--- src/rtl/serial_cla_pkg.sv ---
// Shared definitions for the serial carry-lookahead adder: slice width,
// controller states and helpers deriving slice count / counter width.
package serial_cla_pkg;

   localparam int SLICE_W = 4;

   typedef enum logic [1:0] {
      IDLE = 2'd0,
      RUN  = 2'd1,
      DONE = 2'd2
   } state_e;

   function automatic int calc_nslice(input int width);
      return width / SLICE_W;
   endfunction

   // Counter must stay at least one bit wide even for a single slice.
   function automatic int calc_cnt_w(input int width);
      int n;
      n = width / SLICE_W;
      return (n <= 1) ? 1 : $clog2(n);
   endfunction

endpackage

--- src/rtl/serial_cla_adder_cla.sv ---
// 4-bit carry-lookahead adder slice; all slice carries come straight
// from generate/propagate terms rather than rippling.
module cla (
   input  logic [3:0] a,
   input  logic [3:0] b,
   input  logic       carry_in,
   output logic [3:0] sum,
   output logic       carry_out
);

   logic [3:0] g;
   logic [3:0] p;
   logic [3:0] c;

   always_comb begin
      g    = a & b;
      p    = a ^ b;
      c[0] = carry_in;
      c[1] = g[0] | (p[0] & carry_in);
      c[2] = g[1] | (p[1] & g[0]) | (p[1] & p[0] & carry_in);
      c[3] = g[2] | (p[2] & g[1]) | (p[2] & p[1] & g[0])
           | (p[2] & p[1] & p[0] & carry_in);
      carry_out = g[3] | (p[3] & g[2]) | (p[3] & p[2] & g[1])
                | (p[3] & p[2] & p[1] & g[0])
                | (p[3] & p[2] & p[1] & p[0] & carry_in);
      sum = p ^ c;
   end

endmodule

--- src/rtl/serial_cla_adder.sv ---
// Multi-precision adder: feeds one 4-bit slice per cycle through a single cla,
// chaining the carry in a register. Define SERIAL_CLA_OVF_EN for the overflow port.
//
// state | meaning
// IDLE  | waiting for operands, in_ready high
// RUN   | adding slice k, LSB first, carry held in carry_q
// DONE  | result presented, held until out_ready
module serial_cla_adder
   import serial_cla_pkg::*;
#(
   parameter int WIDTH = 16
) (
   input  logic             clk,
   input  logic             rst,
   input  logic             in_valid,
   output logic             in_ready,
   input  logic [WIDTH-1:0] a,
   input  logic [WIDTH-1:0] b,
   input  logic             carry_in,
   output logic             out_valid,
   input  logic             out_ready,
   output logic [WIDTH-1:0] sum,
   output logic             carry_out
`ifdef SERIAL_CLA_OVF_EN
   ,
   output logic             overflow
`endif
);

   localparam int NSLICE = calc_nslice(WIDTH);
   localparam int CNT_W  = calc_cnt_w(WIDTH);
   localparam logic [CNT_W-1:0] LAST_K = CNT_W'(NSLICE - 1);

   if (((WIDTH % SLICE_W) != 0) || (WIDTH < SLICE_W)) begin : g_bad_width
      $error("serial_cla_adder: WIDTH must be a multiple of 4 and at least 4");
   end

   state_e             state_q, state_d;
   logic [CNT_W-1:0]   k_q, k_d;
   logic               carry_q, carry_d;
   logic [WIDTH-1:0]   a_q, a_d;
   logic [WIDTH-1:0]   b_q, b_d;
   logic [WIDTH-1:0]   sum_q, sum_d;

   logic [SLICE_W-1:0] a_sl;
   logic [SLICE_W-1:0] b_sl;
   logic [SLICE_W-1:0] s_sl;
   logic               c_sl;

   always_comb begin
      a_sl = a_q[k_q*SLICE_W +: SLICE_W];
      b_sl = b_q[k_q*SLICE_W +: SLICE_W];
   end

   cla u_cla (
      .a         (a_sl),
      .b         (b_sl),
      .carry_in  (carry_q),
      .sum       (s_sl),
      .carry_out (c_sl)
   );

   always_ff @(posedge clk) begin
      if (rst) begin
         state_q <= IDLE;
         k_q     <= '0;
         carry_q <= 1'b0;
         a_q     <= '0;
         b_q     <= '0;
         sum_q   <= '0;
      end else begin
         state_q <= state_d;
         k_q     <= k_d;
         carry_q <= carry_d;
         a_q     <= a_d;
         b_q     <= b_d;
         sum_q   <= sum_d;
      end
   end

   always_comb begin
      state_d = state_q;
      k_d     = k_q;
      carry_d = carry_q;
      a_d     = a_q;
      b_d     = b_q;
      sum_d   = sum_q;
      case (state_q)
         IDLE: begin
            if (in_valid) begin
               a_d     = a;
               b_d     = b;
               carry_d = carry_in;
               k_d     = '0;
               sum_d   = '0;
               state_d = RUN;
            end
         end
         RUN: begin
            sum_d[k_q*SLICE_W +: SLICE_W] = s_sl;
            carry_d = c_sl;
            if (k_q == LAST_K) begin
               state_d = DONE;
            end else begin
               k_d = k_q + 1'b1;
            end
         end
         DONE: begin
            if (out_ready) begin
               state_d = IDLE;
            end
         end
         default: state_d = IDLE;
      endcase
   end

   // Flags are gated by DONE so they read 0 while a sum is still forming.
   always_comb begin
      in_ready  = (state_q == IDLE);
      out_valid = (state_q == DONE);
      sum       = sum_q;
      carry_out = (state_q == DONE) & carry_q;
`ifdef SERIAL_CLA_OVF_EN
      overflow  = (state_q == DONE) & (a_q[WIDTH-1] == b_q[WIDTH-1])
                & (sum_q[WIDTH-1] != a_q[WIDTH-1]);
`endif
   end

endmodule

--- config.mk ---
export PLATFORM = sky130hd
export DESIGN_NAME = serial_cla_adder
export DESIGN_NICKNAME = d
export VERILOG_FILES = /design/src/rtl/serial_cla_pkg.sv /design/src/rtl/serial_cla_adder_cla.sv /design/src/rtl/serial_cla_adder.sv
export SDC_FILE = /design/constraint.sdc
export NUM_CORES = 1
export LEC_CHECK = 0
export CAP_MARGIN = 20
export CORE_MARGIN = 4
export CORE_UTILIZATION = 25
export DETAILED_ROUTE_END_ITERATION = 10
export GPL_ROUTABILITY_DRIVEN = 0
export PLACE_DENSITY = 0.57
export SYNTH_ARGS = -nofsm -noshare
export SYNTH_HDL_FRONTEND = slang
export SYNTH_SLANG_ARGS = --single-unit
--- constraint.sdc ---
create_clock -name clk -period 3.05 [get_ports clk]
set_input_delay 0.915 -clock clk [delete_from_list [all_inputs] [get_ports clk]]
set_output_delay 0.915 -clock clk [all_outputs]
set_load 0.005 [all_outputs]
==> run metrics, run 1 <==
clock network power share 0.287; Crit. Startpoint state_q[1]; GRT overflow 0; unrepaired setup endpoints after global routing no; Cell variety after synth 38; slowest stage delay, CP 620 ps; initial DRC count between 80 and 90; critical path type register to primary output; via count 2014; Final nets roughly 370; Synth Area in Compound Gates 0.159; Crit path required time ~2100 ps; CTS sink cnt between 50 and 60; placed cell count about 440; Sw Pwr 382 uW; Max Cap Viol 0; Synth area leaders dfxtp_1, nand2_1, mux4_2; #FFs+latches synth 53; xor/xnor share of the synthesized area 0.00715; Post-Syn Nets between 300 and 400; starting density of the core 0.261; Final Slew Violations 0; Worst Setup End Kind primary output; sequential power share 0.539; Finish-stage setup viols 0; worst-skew pair later-pin latency around 300 ps; Root Driver clkbuf_8; CP top delay family flip-flops; worst hold margin ~460 ps; Levels on crit path 3; Top Layer Used met4; clock buffer depth 2; Die H roughly 110 um; Peak Freq roughly 370 MHz; Worst Path Arrival between 1500 and 2000 ps; largest net degree at the start of global routing 37; Worst Tran Pin Value about 650 ps; layout filler cell count 1013; reg2reg end sum[7]; Routed Antenna Nets 0; status complete, no violations; Power Total 1.39 mW; Initial DRT Pass Iterations 4; crit-path max FO 12; Syn-to-layout area delta 29.6%; post-synthesis average cell area 9.07 um2; Cell Rows 35; initial antenna violation count 0; DR WL/cell 13.1 um; setup TNS 0 ps; DIE AREA 11400 um2; dpl ws 515 ps; area share of the largest cell type after synthesis 0.433; CTS Buf Count 5; Post-synth EDFFs 0; core area approximately 9400 um2; largest family of logic cells by synthesized area simple AND/OR/NAND/NOR gates; sw frac 0.275; Peak VDD IR about 0.00018 V; Post-Synth Simple-Gate Area 0.217; Hold Crit Class register to register; number of global-route vias before repair just under 2000; post-CTS setup buffers 0; sequential share of the synthesized area 0.433; Total GRT Usage 0.106; DR vias/cell between 4 and 5; Ports 56; combinational power share 0.174; critical path cell sequence nor2b_1 > and2_1 > clkdlybuf4s50_1; max_slew headroom 0.566; Syn. warnings 0; critical path's slowest cell dfxtp_1; clock edge transition at the registers on the reported setup and hold paths ~100 ps; FF-to-FF setup slack around 550 ps; Setup crit start kind register; met1 WL just under 3000 um; Fin Clk Skew roughly 3.7 ps; CP endpoint carry_out; share of post-route cells with drive strength above 1 0.0994; WL met3 approximately 240 um; first-pass GRT wire length between 9000 and 10000 um; Primary FF master, synth dfxtp_1; WP buf/inv 1; Antenna diodes 0; final worst path period need 2730 ps; Die Width approximately 110 um; CTS tree built; Cell Pwr Density between 400 and 500 nW/um2; # DRC 0; P_leak between 1 and 1.5 nW; PortBufs 55; Post-Layout Cell Count approximately 450; Detail Placement HPWL between 4000 and 5000 um; cells after synthesis between 200 and 300; top post-synthesis cells by count nand2_1, dfxtp_1, a21oi_1, nor2_1; hold_buf cts 0; Final Cycle Share 0.897; worst setup margin approximately 320 ps; Int Pwr between 1 and 1.5 mW; met2 WL 2670 um; post-synthesis cell area ~2400 um2; cell taking the most area after synthesis dfxtp_1; Adder-Cell Fraction of Synth Area 0.0542; final hold vios 0; routed wire length roughly 6000 um; most common cell in the netlist nand2_1; CTS H-tree lvls 2; fraction of registers with async set/reset 0; R2R cell count 6; Gates resized, CTS repair 0; worst r2r src k_q[0]; post-synthesis mux area share 0.0736
## stage by stage
| step | cell area, um2 | utilization |
|---|---|---|
| CTS | 3170 | 0.339 |
| finish | 3170 | 0.339 |
| global route | 3170 | 0.339 |
| floorplan | 2450 | - |
| global placement | 3090 | 0.329 |
| detailed placement | 3090 | 0.329 |
## per-layer routing
metal,up-vias,GRT usage
met4,0,0.0365
met5,-,0
met2,47,0.164
li1,1026,-
met3,7,0.0241
met1,934,0.146
## worst min-delay path, stage by stage (launching register included)
cell	delay (ps)
dfxtp_1	320
nand2_1	50
a21oi_1	50
## kinds of logic after synthesis
kind of cell               count (synthesis)
xor gates and xnor gates                   2
adders and majority gates                 10
AOI/OAI and AO/OA                         62
DFF                                       53
buffers and inverters                     21
and+or+nand+nor                          114
muxes                                      8
## flip-flops by register name (all words and copies together) (netlist names)
| name | cells |
|---|---|
| sum | 16 |
| a_q | 16 |
| state_q | 2 |
| b_q | 16 |
| k_q | 2 |
| carry_q | 1 |
## final cells by class
class                   count  area, um2  share of cell area
repair buffers             60        596               0.188
inverters                   5       18.8             0.00591
flip-flops and latches     53       1060               0.334
clock inverters             2       13.8             0.00434
multi-input cells         196       1250               0.394
well taps                 129        161              0.0509
clock buffers               6       72.6              0.0229
## how the worst min path moves through the flow
stage | from | to | slack (ps) | depth (start not counted)
3_5_place_dp | a_q[11] | a_q[11] | 450 | 2
3_3_place_gp | a_q[15] | a_q[15] | 440 | 2
5_1_grt | a_q[12] | a_q[12] | 490 | 2
4_1_cts | a_q[11] | a_q[11] | 460 | 2
2_1_floorplan | a_q[11] | a_q[11] | 430 | 2
6_report | a_q[15] | a_q[15] | 460 | 2
## cells in the final DEF (no fill, tap or decap), types with 2 or more instances in the layout
master,synthesis,final
nor2_1,20,20
nand2b_4,2,2
ha_1,9,9
a21o_1,5,5
buf_4,1,4
a21oi_2,2,2
nand3_1,5,5
clkbuf_8,0,5
a22oi_1,9,9
inv_1,5,5
mux4_2,8,8
nand2_1,74,74
dfxtp_1,53,53
a211o_1,2,2
a32oi_1,4,4
o31ai_1,3,3
a21oi_1,33,33
clkdlybuf4s50_1,0,54
xor2_1,2,2
## power by group through the flow
stage,clock (mW),combinational (mW),sequential [mW]
after floorplan,0,0.163,0.754
after global placement,0,0.240,0.767
after detailed placement,0,0.244,0.768
after CTS,0.415,0.245,0.751
after global routing,0.447,0.266,0.756
final,0.399,0.243,0.751
Power figures use the tool's default switching activity.
==> run 2, diff against run 1 <==
Settings changed: CELL_PAD_IN_SITES_DETAIL_PLACEMENT set to 0, CELL_PAD_IN_SITES_GLOBAL_PLACEMENT set to 1, CTS_CLUSTER_DIAMETER set to 60, PLACE_DENSITY 0.57 to 0.68.
==> run 2 against run 1 <==
  * First-iteration DRC count shrank 12%
  * Critical path type unchanged
  * Die area is the same
  * Sequential power about the same
  * Register-to-register slack got worse by 90 ps
  * Sequential share of layout area down 0.092 points
  * Via count is 1.8% lower
==> run metrics, run 2 (synthesis results as in run 1) <==
largest net degree at the start of global routing 34; DR vias/cell ~4.4; via count roughly 2000; clock edge transition at the registers on the reported setup and hold paths 100 ps; Setup crit start kind register; Crit path required time around 2100 ps; hold_buf cts 0; Ports between 50 and 60; PortBufs 55; setup TNS 0 ps; Peak VDD IR just under 0.0002 V; Top Layer Used met4; DIE AREA 11400 um2; Fin Clk Skew between 7 and 8 ps; Worst Setup End Kind primary output; max_slew headroom 0.630; Sw Pwr ~380 uW; fin util 0.340; critical path type register to primary output; final hold vios 0; GRT overflow 0; Hold Crit Class register to register; first-pass GRT wire length between 10000 and 15000 um; initial DRC count just over 70; Cell Rows 35; Root Driver clkbuf_8; # DRC 0; Die H between 100 and 150 um; Peak Freq 364 MHz; post-CTS setup buffers 0; clock network power share 0.324; Antenna diodes 0; CTS Buf Count 5; CTS tree built; Die Width 107 um; WL met3 roughly 320 um; worst-skew pair later-pin latency between 300 and 400 ps; final worst path period need between 2000 and 3000 ps; layout filler cell count a little under 1000; unrepaired setup endpoints after global routing no; sw frac 0.258; status complete, no violations; routed wire length between 5000 and 6000 um; share of post-route cells with drive strength above 1 0.0997; Max Cap Viol 0; leading cell types in the layout, fill and taps excluded nand2_1, clkdlybuf4s50_1, dfxtp_1; crit-path max FO 12; CTS H-tree lvls 2; CTS sink cnt 53; sequential power share 0.511; P_leak roughly 1.2 nW; Register Area roughly 1100 um2; initial antenna violation count 0; commonest non-fill, non-tap cell in the layout nand2_1; met2 WL between 2000 and 3000 um; Worst Path Arrival 1830 ps; Final Slew Violations 0; Syn-to-layout area delta 29.9%; Gates resized, CTS repair 0; Finish-stage setup viols 0; Total GRT Usage 0.110; multi-input gate area in the final layout 1250 um2; Final Cycle Share 0.901; Routed Antenna Nets 0; Detail Placement HPWL 4510 um; Int Pwr roughly 1.1 mW; starting density of the core 0.261; Worst Tran Pin Value about 560 ps; Initial DRT Pass Iterations 4; Final nets roughly 370; clock buffer depth 2; DR WL/cell 13.3 um; combinational power share 0.165; core area around 9400 um2; met1 WL about 2800 um; Cell Pwr Density between 400 and 500 nW/um2; number of global-route vias before repair slightly above 2000
run 2: changes by cell type in the layout (fill, tap and decap cells not counted), sizes merged:
cell	before	now
bufinv	0	1
clkinv	1	0
clkbuf	6	5
run 2: layout make-up:
| class | count | share of cell area |
|---|---|---|
| multi-input combinational | 196 | 0.393 |
| tap | 129 | 0.0507 |
| inverter | 5 | 0.00590 |
| clock inverter | 2 | 0.0122 |
| sequential | 53 | 0.333 |
| timing repair buffer | 60 | 0.183 |
| clock buffer | 5 | 0.0216 |
run 2: worst paths after layout:
kind                                 start         to  slack, ps  depth (start not counted)
worst max-delay path            state_q[1]  carry_out        300                          3
worst min-delay path                b_q[7]     b_q[7]        460                          2
worst max register to register      k_q[1]    sum[11]        460                          6
worst min register to register      b_q[7]     b_q[7]        460                          2
run 2: worst max-delay path, cell delays in order, from the launching register on:
cell and delay (ps):
dfxtp_1 650, nor2b_1 250, and2_1 140, clkdlybuf4s50_1 490
run 2: power by group through the flow:
stage / Sequential, mW / Clock (mW) / Combinational (mW)
floorplan: 0.754 / 0 / 0.163
global placement: 0.765 / 0 / 0.241
detailed placement: 0.766 / 0 / 0.244
CTS: 0.750 / 0.494 / 0.245
global route: 0.755 / 0.519 / 0.272
finish: 0.749 / 0.475 / 0.241
run 2: layer usage:
metal	global-route usage	vias to the layer above
met1	0.147	900
met5	0	-
met4	0.0329	0
met2	0.176	45
li1	-	1028
met3	0.0265	5
run 2: per-stage QoR:
stage,instance area (um2),power (mW),hold WS (ps),worst slack [ps],instances
floorplan,2450,0.917,433,596,270
global placement,3070,1.01,439,553,443
detailed placement,3070,1.01,447,433,443
CTS,3180,1.49,461,280,450
global route,3180,1.55,484,157,450
finish,3180,1.46,458,302,450
==> run 3, diff against run 2 <==
Settings changed: ABC_CLOCK_PERIOD_IN_PS set to 3050.
==> results of run 3 <==
The final DEF is identical to that of run 2; final timing and power are the same.
